==> config.mk <==
export PLATFORM = sky130hd
export DESIGN_NAME = spi_log_serializer
export DESIGN_NICKNAME = d
export VERILOG_FILES = /design/src/rtl/spi_log_serializer.sv
export SDC_FILE = /design/constraint.sdc
export NUM_CORES = 1
export LEC_CHECK = 0
export CAP_MARGIN = 10
export CORE_ASPECT_RATIO = 1.2
export CORE_MARGIN = 2
export CORE_UTILIZATION = 50
export CTS_CLUSTER_SIZE = 30
export DETAILED_ROUTE_END_ITERATION = 10
export GPL_TIMING_DRIVEN = 0
export MAX_ROUTING_LAYER = met4
export PLACE_DENSITY = 0.67
export SLEW_MARGIN = 10
export SYNTH_ARGS = -nofsm -noshare
export SYNTH_HDL_FRONTEND = slang
export SYNTH_SLANG_ARGS = --single-unit
==> constraint.sdc <==
create_clock -name clk -period 4.9 [get_ports clk]
set_input_delay 0.735 -clock clk [delete_from_list [all_inputs] [get_ports clk]]
set_output_delay 0.735 -clock clk [all_outputs]
set_load 0.02 [all_outputs]
==> src/rtl/spi_log_serializer.sv <==
// -----------------------------------------------------------------------------
// spi_log_serializer
//
// Queues SPI flash read-log events and sends each one to the uart as a 4-byte
// frame: addr[23:16], addr[15:8], addr[7:0], len. Bytes from the user command
// parser share the same uart. When both sources are waiting, they alternate
// one frame at a time. Log events that arrive while the queue is full are
// counted in a saturating drop counter.
//
// Ports
//   clk              system clock
//   reset            asynchronous, active-high reset
//   log_strobe       one-cycle pulse: {log_addr, log_len} is a valid event
//   log_addr         transaction start address (only [23:0] is kept)
//   log_len          transaction byte count
//   user_txd         user byte, accepted when user_txd_strobe && user_txd_ready
//   user_txd_strobe  user byte valid
//   user_txd_ready   user holding register is empty
//   uart_txd         byte to the uart; holds its last value between strobes
//   uart_txd_strobe  one-cycle transmit pulse
//   uart_txd_ready   uart has space for a byte
//   drop_clear       synchronous clear of drop_count
//   drop_count       saturating count of discarded log events
//   fifo_level       number of queued log events
// -----------------------------------------------------------------------------
module spi_log_serializer #(
   parameter int FIFO_DEPTH = 16,   // power of two, >= 2
   parameter int DROP_WIDTH = 16
) (
   input  logic                          clk,
   input  logic                          reset,
   input  logic                          log_strobe,
   input  logic [31:0]                   log_addr,
   input  logic [7:0]                    log_len,
   input  logic [7:0]                    user_txd,
   input  logic                          user_txd_strobe,
   output logic                          user_txd_ready,
   output logic [7:0]                    uart_txd,
   output logic                          uart_txd_strobe,
   input  logic                          uart_txd_ready,
   input  logic                          drop_clear,
   output logic [DROP_WIDTH-1:0]         drop_count,
   output logic [$clog2(FIFO_DEPTH):0]   fifo_level
);

   localparam int AW = $clog2(FIFO_DEPTH);
   localparam int LW = AW + 1;

   typedef enum logic [1:0] {IDLE, LOAD, SEND, GAP} state_e;

   // ---------------------------------------------------------------- FIFO
   logic [31:0]           mem [FIFO_DEPTH];
   logic [AW-1:0]         wr_ptr_q, rd_ptr_q;
   logic [LW-1:0]         level_q, level_d;
   logic                  fifo_full, fifo_empty;
   logic                  push, pop, drop;

   // ---------------------------------------------------------------- control
   state_e                state_q;
   logic                  is_user_q;     // frame in flight is a user byte
   logic                  last_log_q;    // last completed frame was a log frame
   logic [31:0]           shift_q;
   logic [2:0]            idx_q;
   logic [7:0]            txd_last_q;
   logic                  user_held_q;
   logic [7:0]            user_byte_q;
   logic [DROP_WIDTH-1:0] drop_q;
   logic                  grant_user;
   logic                  send_fire;
   logic [7:0]            tx_byte;

   // The top address byte is not part of the log frame.
   logic                  unused_addr_hi;
   assign unused_addr_hi = ^log_addr[31:24];

   // Fullness is taken from the pre-cycle level, so a strobe into a full FIFO
   // is dropped even if an entry leaves in the same cycle.
   assign fifo_full  = (level_q == LW'(FIFO_DEPTH));
   assign fifo_empty = (level_q == '0);
   assign push       = log_strobe && !fifo_full;
   assign drop       = log_strobe && fifo_full;

   // Round-robin at frame granularity: a held user byte goes next unless a
   // log frame is waiting and the last completed frame was not a log frame.
   assign grant_user = (state_q == IDLE) && user_held_q && (fifo_empty || last_log_q);
   assign pop        = (state_q == IDLE) && !fifo_empty && !grant_user;

   // The strobe follows uart_txd_ready in the same cycle so that a SEND with
   // the uart ready costs no extra cycle; data is muxed only while strobing.
   assign send_fire       = (state_q == SEND) && uart_txd_ready;
   assign tx_byte         = is_user_q ? user_byte_q : shift_q[31:24];
   assign uart_txd_strobe = send_fire;
   assign uart_txd        = send_fire ? tx_byte : txd_last_q;

   assign user_txd_ready  = !user_held_q;
   assign drop_count      = drop_q;
   assign fifo_level      = level_q;

   // NOTE: every always_comb output gets a default first, so no path can
   // leave it unassigned and infer a latch.
   always_comb begin
      level_d = level_q;
      case ({push, pop})
         2'b10:   level_d = level_q + LW'(1);
         2'b01:   level_d = level_q - LW'(1);
         default: level_d = level_q;
      endcase
   end

   // NOTE: the storage array has no reset; only pointers and level do, which
   // is enough to make its contents irrelevant after reset.
   always_ff @(posedge clk) begin
      if (push) mem[wr_ptr_q] <= {log_addr[23:0], log_len};
   end

   // NOTE: clocked state uses non-blocking assignments only, so every block
   // sees pre-edge values regardless of evaluation order.
   always_ff @(posedge clk or posedge reset) begin
      if (reset) begin
         wr_ptr_q <= '0;
         rd_ptr_q <= '0;
         level_q  <= '0;
      end else begin
         if (push) wr_ptr_q <= wr_ptr_q + AW'(1);   // wraps modulo depth
         if (pop)  rd_ptr_q <= rd_ptr_q + AW'(1);
         level_q <= level_d;
      end
   end

   // Saturating drop counter; a clear that coincides with a drop yields 1.
   always_ff @(posedge clk or posedge reset) begin
      if (reset) begin
         drop_q <= '0;
      end else if (drop_clear) begin
         drop_q <= drop ? DROP_WIDTH'(1) : '0;
      end else if (drop && (drop_q != '1)) begin
         drop_q <= drop_q + DROP_WIDTH'(1);
      end
   end

   // User holding register; empties when its byte is strobed out.
   always_ff @(posedge clk or posedge reset) begin
      if (reset) begin
         user_held_q <= 1'b0;
         user_byte_q <= '0;
      end else if (user_txd_strobe && !user_held_q) begin
         user_held_q <= 1'b1;
         user_byte_q <= user_txd;
      end else if (send_fire && is_user_q) begin
         user_held_q <= 1'b0;
      end
   end

   // Frame sequencer.
   always_ff @(posedge clk or posedge reset) begin
      if (reset) begin
         state_q    <= IDLE;
         is_user_q  <= 1'b0;
         last_log_q <= 1'b0;
         shift_q    <= '0;
         idx_q      <= '0;
         txd_last_q <= '0;
      end else begin
         case (state_q)
            IDLE: begin
               if (grant_user) begin
                  is_user_q <= 1'b1;
                  state_q   <= SEND;
               end else if (!fifo_empty) begin
                  is_user_q <= 1'b0;
                  shift_q   <= mem[rd_ptr_q];
                  idx_q     <= '0;
                  state_q   <= LOAD;
               end
            end
            LOAD: state_q <= SEND;
            SEND: begin
               if (uart_txd_ready) begin
                  txd_last_q <= tx_byte;
                  if (!is_user_q) begin
                     shift_q <= {shift_q[23:0], 8'h00};
                     idx_q   <= idx_q + 3'd1;
                  end
                  state_q <= GAP;
               end
            end
            GAP: begin
               // One idle cycle lets uart_txd_ready reflect the last strobe.
               if (!is_user_q && (idx_q < 3'd4)) begin
                  state_q <= SEND;
               end else begin
                  last_log_q <= !is_user_q;
                  state_q    <= IDLE;
               end
            end
            default: state_q <= IDLE;
         endcase
      end
   end

endmodule

After elaboration in Yosys (flattened, before gate mapping)
Memory sizes are Yosys's and may differ from the RTL's.
Index checks and enable logic that the tools add are counted.
W data, S select, Z words.

storage, ports and cells
  flip-flop bits (word level) = 85
  RAM bits = 512
  output and inout bits = 31
  word-level logic and storage cells = 89
  memories kept = 1

memories
  memory  depth  width  rd ports  clocked after memory_dff  write ports  RTL line  text
  mem     16     32     1         0                         1            52        logic [31:0] mem [FIFO_DEPTH];

cells by class
  add/sub/neg operators = 6
  order comparisons = 1
  equal/unequal tests = 13
  mux-type cells = 27
  bitwise gates (word level) = 1
  reduce and logical (&&, ||, !) cells = 28

operators by type and width
  kind                     count
  $mux W32                 4
  $pmux W32 S2             1
  $mux W16                 2
  $add A16 B1 Y16 const B  1
  $mux W8                  2
  $ne A16 B16 Y1 const B   1
  $mux W3                  4
  $logic_and A1 B1 Y1      11
  $pmux W5 S2              1
  $add A4 B1 Y4 const B    2
  $mux W2                  4
  $ne A2 B2 Y1 const B     4
  $pmux W2 S4              1
  $reduce_and A2 Y1        4
  $reduce_bool A2 Y1       4
  $mux W1                  7
  $eq A2 B2 Y1 const B     3
  $pmux W3 S2              1
  $add A5 B1 Y5 const B    1
  $eq A5 B5 Y1 const B     1
  $logic_not A1 Y1         5
  $logic_not A5 Y1         1
  $reduce_and A5 Y1        1
  $sub A5 B1 Y5 const B    1
  other kinds (8)          9

Logic depth before layout (Yosys ltp)
  depth in word-level cells = 7
  mapped depth = 14

Least setup slack after synthesis
Ideal clock, no wire load.

  kind = reg2reg
  start = register level_q[2], in the netlist fifo_level[2]
  end = memory mem[3][0] (enable)
  setup time = 0.461 ns
  data arrival time = 3.621 ns
  data required time = 4.439 ns
  slack = 0.819 ns
  stages on the path, launching flop included = 6
  clock period less this slack = 4.081 ns
  cells stage by stage = dfrtp_1 -> buf_2 -> nor4_4 -> a21boi_1 -> nand2_1 -> nor3_1

on the way
  longest elaborated chain between the ends = 5

ends and longest elaborated chain
  element                        RTL line  text
  start, declared                54        logic [LW-1:0] level_q, level_d;
  start signal, assigned         126       level_q <= level_d;
  $eq A5 B5 Y1                   78        assign fifo_full = (level_q == LW'(FIFO_DEPTH));
  $logic_not A1 Y1               80        assign push = log_strobe && !fifo_full;
  $logic_and A1 B1 Y1            80
  $mux W1                        113       if (push) mem[wr_ptr_q] <= {log_addr[23:0], log_len};
  $mux W1 (implied by the code)  113
  end, declared                  52

No other way between the ends.

Worst setup path in the final report
  start = register state_q[1]
  end = output port uart_txd[3]

on the way
  longest elaborated chain between the ends = 3

ends and longest elaborated chain
  element                 RTL line  text
  start, declared         59        state_e state_q;
  start signal, assigned  157       state_q <= IDLE;
  start signal, assigned  168       state_q <= SEND;
  start signal, assigned  173       state_q <= LOAD;
  $eq A2 B2 Y1            90        assign send_fire = (state_q == SEND) && uart_txd_ready;
  $logic_and A1 B1 Y1     90
  $mux W8                 93        assign uart_txd = send_fire ? tx_byte : txd_last_q;
  end, declared           38        output logic [7:0] uart_txd,

No other way between the ends.

==> reports/metrics.cfg <==
[power_and_ir_drop]
ir_drop_v = 0.000278
p_per_area_nw_per_um2 = 553
design_power_total_w = 0.0149
leakage_nw = 8.80

[timing]
grt_setup_unrepaired = no
slew_headroom_pct = 33.3
timing_worst_slew_pin_value_ns = 1.00
finClkSkew_ns = 0.0213
fmax_ghz = 0.286
maxSlewViolCount = 0
hold_slack_ns = 0.484
setup_viol_count_final = 0
hold_viol = 0
fin_crit_ns = 3.49
period_share_pct = 71.3

[logic_synthesis]
ys_top_cells_by_count = edfxtp_1 (512), mux4_2 (128), dfrtp_1 (85)
synth_seq_cells = 597
syn_inst = 1193
async_reset_ff_share_pct = 14.2
yosys_warnings = 0
syn_nets = 1258
synth.most_common_cell = edfxtp_1
synth-edff-count = 512
syn_area_um2 = 23100
yosysSeqAreaShare_pct = 75.7
synth_top_area_share_pct = 66.5
synth_cell_types = 46
synth_area_leaders = edfxtp_1 (66%), mux4_2 (12%), dfrtp_1 (9.2%), a21oi_1 (1.8%), a22oi_1 (1.6%)
synth_area_per_cell_um2 = 19.4
ys.flop_type = edfxtp_1
synth_top_cell_by_area = edfxtp_1

[global_route]
grt_max_degree = 57
grt_pass1_vias = 12600
busiest_layer = met2
grt_pass1_wl_mm = 79.4
antenna_found_initial = 1
globalRouteMet1Util_pct = 29.2
grt.met3_usage_pct = 3.62
grtUsageMet2_pct = 38.7
grt.overflow.total = 0
grt_util_all_layers_pct = 22.9

[cells_and_area]
areaGrowthSynthToFinish_pct = 16.6
fin_util_pct = 58.8
nets = 1422
fillers = 3342
final_cells = 2020
finalInstanceArea_um2 = 27000
drive_gt1_share_pct = 20.6

[critical_path]
r2r-end = fifo_level[4]
cp-startpoint = state_q[1]
crit_type = reg2out
reg2regPathDepth = 14
crit_path_start_kind = register
critPathCapture = uart_txd[3]
worstPathMaxFanout = 10
cp-end-kind = output pin
r2r-start = fifo_level[2]
r2r_slack_ns = 1.56
critical_path_required_ns = 4.16
critPathArrivalTime_ns = 2.76

[floorplanning]
die_h_um = 240
start_util_pct = 50.4
die-area_um2 = 48000
io-pin-count = 85
core-area_um2 = 45800
num_rows = 86
fp.dieW_um = 200

[place]
port_buffers = 75
gp_congestion = 0.810
dpl_cell_area_um2 = 25200
dp_hpwl_mm = 34.1
placed_cells = 1916

[clocking]
clock_path_buffers = 3
cts_buffers = 55
postCtsSetupBuffers = 0
post_cts_resized = 0
insertion_delay_ns = 0.59
path_clk_slew_ns = 0.06
clock_sinks = 597
htree_levels = 2
cts_tree = yes
root_buffer = clkbuf_16
cts_hold_buf = 0

[routing]
drtIter0Drc = 1171
vias = 12000
wl_per_cell_um = 25.7
first_pass_iters = 5
totalWireLength_mm = 51.9
drc = 0
routed_via_density = 5.93
antenna_left = 0

[outcome]
outcome = finished, final reports clean

[hold_path]
hp-class = reg2reg

[run]
max_cap_viol_count = 0

[layer usage]
| layer | vias up | wire (µm) |
|---|---|---|
| li1 | 5182 | - |
| met1 | 6252 | 20300 |
| met2 | 457 | 26900 |
| met3 | 78 | 3550 |
| met4 | 0 | 1210 |
| met5 | - | 0 |
[critical path: stages, from the launching register on]
cell	delay [ns]
dfrtp_1	0.38
nor2b_1	0.13
clkbuf_1	0.13
nand2_1	0.25
clkbuf_1	0.37
nand2_1	0.11
o21ai_0	0.12
clkdlybuf4s50_1	0.67
[registers in the layout (all words and copies together), names as in the netlist]
name / flops
drop_count: 16
fifo_level: 5
idx_q: 3
is_user_q: 1
last_log_q: 1
mem: 512
rd_ptr_q: 4
shift_q: 32
state_q: 2
txd_last_q: 8
user_byte_q: 8
user_held_q: 1
wr_ptr_q: 4
[layout make-up]
type / count / area [µm²] / area share, %
Multi-Input combinational cell: 513 / 5380 / 20.0
Clock buffer: 74 / 1520 / 5.64
Sequential cell: 597 / 17500 / 64.9
Clock inverter: 29 / 231 / 0.859
Timing Repair Buffer: 107 / 1190 / 4.43
Tap cell: 616 / 771 / 2.86
Buffer: 72 / 307 / 1.14
Antenna cell: 1 / 2.50 / 0.00928
Inverter: 11 / 43.8 / 0.162
[stage by stage]
step,TNS [ns],worst slack [ns]
floorplan,0,0.819
global placement,-614.40,-2.91
detailed placement,0,1.07
CTS,0,1.36
global route,0,1.22
finish,0,1.41
[worst min path at each step]
stage	start	to	cells past startpoint
after floorplan	idx_q[1]	idx_q[1]	2
after global placement	idx_q[1]	idx_q[1]	2
after detailed placement	shift_q[1]	shift_q[1]	2
after CTS	shift_q[1]	shift_q[1]	2
after global routing	shift_q[1]	shift_q[1]	2
final	shift_q[0]	shift_q[0]	2
[cell families after synthesis]
kind of cell             after synthesis  share of synthesized area (%)
AND/OR/NAND/NOR                      140                           2.86
AO/OA/AOI/OAI                        196                           5.29
XOR/XNOR                              20                          0.758
buffers and inverters                 83                           1.50
adder cells (fa/ha/maj)               11                          0.595
flip-flops                           597                           75.7
multiplexers                         146                           13.3
[where the power goes]
group | total (W) | switching (W) | internal (W)
Combinational | 0.00426 | 0.00251 | 0.00175
Clock | 0.00413 | 0.00180 | 0.00233
Sequential | 0.00650 | 0.000255 | 0.00624
Total | 0.0149 | 0.00457 | 0.0103
[cells in the final DEF (no fill, tap or decap), types with 11 or more instances in the layout]
master,count
a21oi_1,84
a22oi_1,49
buf_12,12
buf_2,17
buf_4,11
clkbuf_1,61
clkbuf_16,56
clkdlybuf4s50_1,75
clkinv_2,11
dfrtp_1,85
edfxtp_1,512
ha_1,11
mux4_2,128
nand2_1,41
nor2_1,39
nor2_4,12
o21ai_0,22
xnor2_1,14
No activity file was read; power rests on OpenSTA's default activity.
==> variant, RTL diff (config.mk and constraints unchanged) <==
The 4 states of `state_e` get a Gray code encoding in 2 bits.
--- a/src/rtl/spi_log_serializer.sv
+++ b/src/rtl/spi_log_serializer.sv
@@ -46,7 +46,7 @@
    localparam int AW = $clog2(FIFO_DEPTH);
    localparam int LW = AW + 1;
 
-   typedef enum logic [1:0] {IDLE, LOAD, SEND, GAP} state_e;
+   typedef enum logic [1:0] {IDLE = 2'b00, LOAD = 2'b01, SEND = 2'b11, GAP = 2'b10} state_e;
 
    // ---------------------------------------------------------------- FIFO
    logic [31:0]           mem [FIFO_DEPTH];
Behaviour: no difference found for any inputs over 4 cycles, from zero or initial values and one cycle with reset high; so few cycles prove little.
==> variant against the unedited design <==
  * Total power grew 1.2%
  * Sequential cell count unchanged
  * Largest cell class unchanged
  * Cell area grew 1.1%
  * Worst setup slack worse by 0.17 ns
  * Wire length down 2.1%
  * Worst hold slack got worse by 0.0031 ns
  * Clock skew grew 0.00060 ns
  * First-iteration DRC count down 12%
  * Fmax fell by 4.6%
  * Final cell count rose by 0.99%
  * Sequential power hardly changed
  * Synthesized area up 0.81%
==> variant: results (changes against the unedited design) <==
status: finished clean (unchanged)
antenna violations before repair: 0 (was 1)
Placed Cells: 1937 (was 1916)
syn nets: 1276 (was 1258)
# clk buffers: 67 (was 74)
clk_skew: 0.0219 ns (was 0.0213 ns)
global-route wire length before repair: 76900 µm (was 79400 µm)
top cells by area, synth: edfxtp_1, mux4_2, dfrtp_1, a21oi_1, a22oi_1 (unchanged)
pin count of the biggest net entering global routing: 45 (was 57)
worst slack, placed: 1.20 ns (was 1.07 ns)
vias per cell: 5.91 (was 5.93)
most frequent cells after synthesis: edfxtp_1, mux4_2, a21oi_1 (was edfxtp_1, mux4_2, dfrtp_1)
length of routed wiring on met1: 20900 µm (was 20300 µm)
Pleak: 8.96 nW (was 8.80 nW)
sequential cell area share: 64.2% (was 64.9%)
GP Congestion: 0.817 (was 0.810)
share of cells above drive strength 1: 21.5% (was 20.6%)
Final HPWL DP: 33600 µm (was 34100 µm)
inverters: 16 (was 11)
Crit path arrival time: 2.92 ns (was 2.76 ns)
Yosys cell types: 56 (was 46)
Max Fclk: 273 MHz (was 286 MHz)
FILL cells: 3359 (was 3342)
area grow syn2layout: 16.9% (was 16.6%)
Post-Syn Instances: 1211 (was 1193)
==> variant: cell types whose count changed in the layout (fill, tap and decap cells not counted), sizes merged, moves of 8 or more <==
cell	delta
buf	+15
a21oi	+8
clkbuf	-20
nand2	-10
mux2i	+9
nor2	+9
a221oi	-8
nor3	+11
==> variant: per-stage QoR <==
stage,power [W],hold slack (ns),utilization (%),setup TNS (ns)
final,0.0151,0.481,59.3,0
after global routing,0.0157,0.520,59.3,0
after CTS,0.0152,0.484,59.3,0
after detailed placement,0.0112,0.478,55.7,0
after global placement,0.0109,0.465,54.0,-552.93
after floorplan,0.00953,0.446,-,0
==> variant: cell families (layout without fill, tap and decap cells) <==
family | count (synthesis) | in the layout | synth area share [%]
AO/OA/AOI/OAI | 187 | 187 | 4.99
XOR/XNOR | 18 | 18 | 0.676
adder cells (fa/ha/maj) | 11 | 11 | 0.591
buffers and inverters | 87 | 300 | 1.74
flip-flops | 597 | 597 | 75.1
multiplexers | 158 | 158 | 13.7
AND/OR/NAND/NOR | 153 | 153 | 3.19
==> variant: final timing paths <==
kind	startpoint	to	cells after the start
setup reg to reg	fifo_level[2]	fifo_level[4]	14
hold / removal	idx_q[0]	idx_q[0]	1
hold reg to reg	idx_q[0]	idx_q[0]	1
max in group asynchronous	reset	shift_q[5]	3
min in group asynchronous	reset	txd_last_q[5]	2
setup / recovery	state_q[0]	uart_txd[1]	6
==> variant: worst max-delay path: stages, from the launching register on <==
cell and delay [ns]:
dfrtp_1 0.44, and2_1 0.15, clkbuf_1 0.26, nand2_1 0.28
clkbuf_1 0.27, o21ai_0 0.27, clkdlybuf4s50_1 0.65
==> variant: power by group <==
group	internal, W	switching (W)	total [W]
sequential	0.00624	0.000273	0.00651
combinational	0.00195	0.00259	0.00454
clock	0.00220	0.00182	0.00402
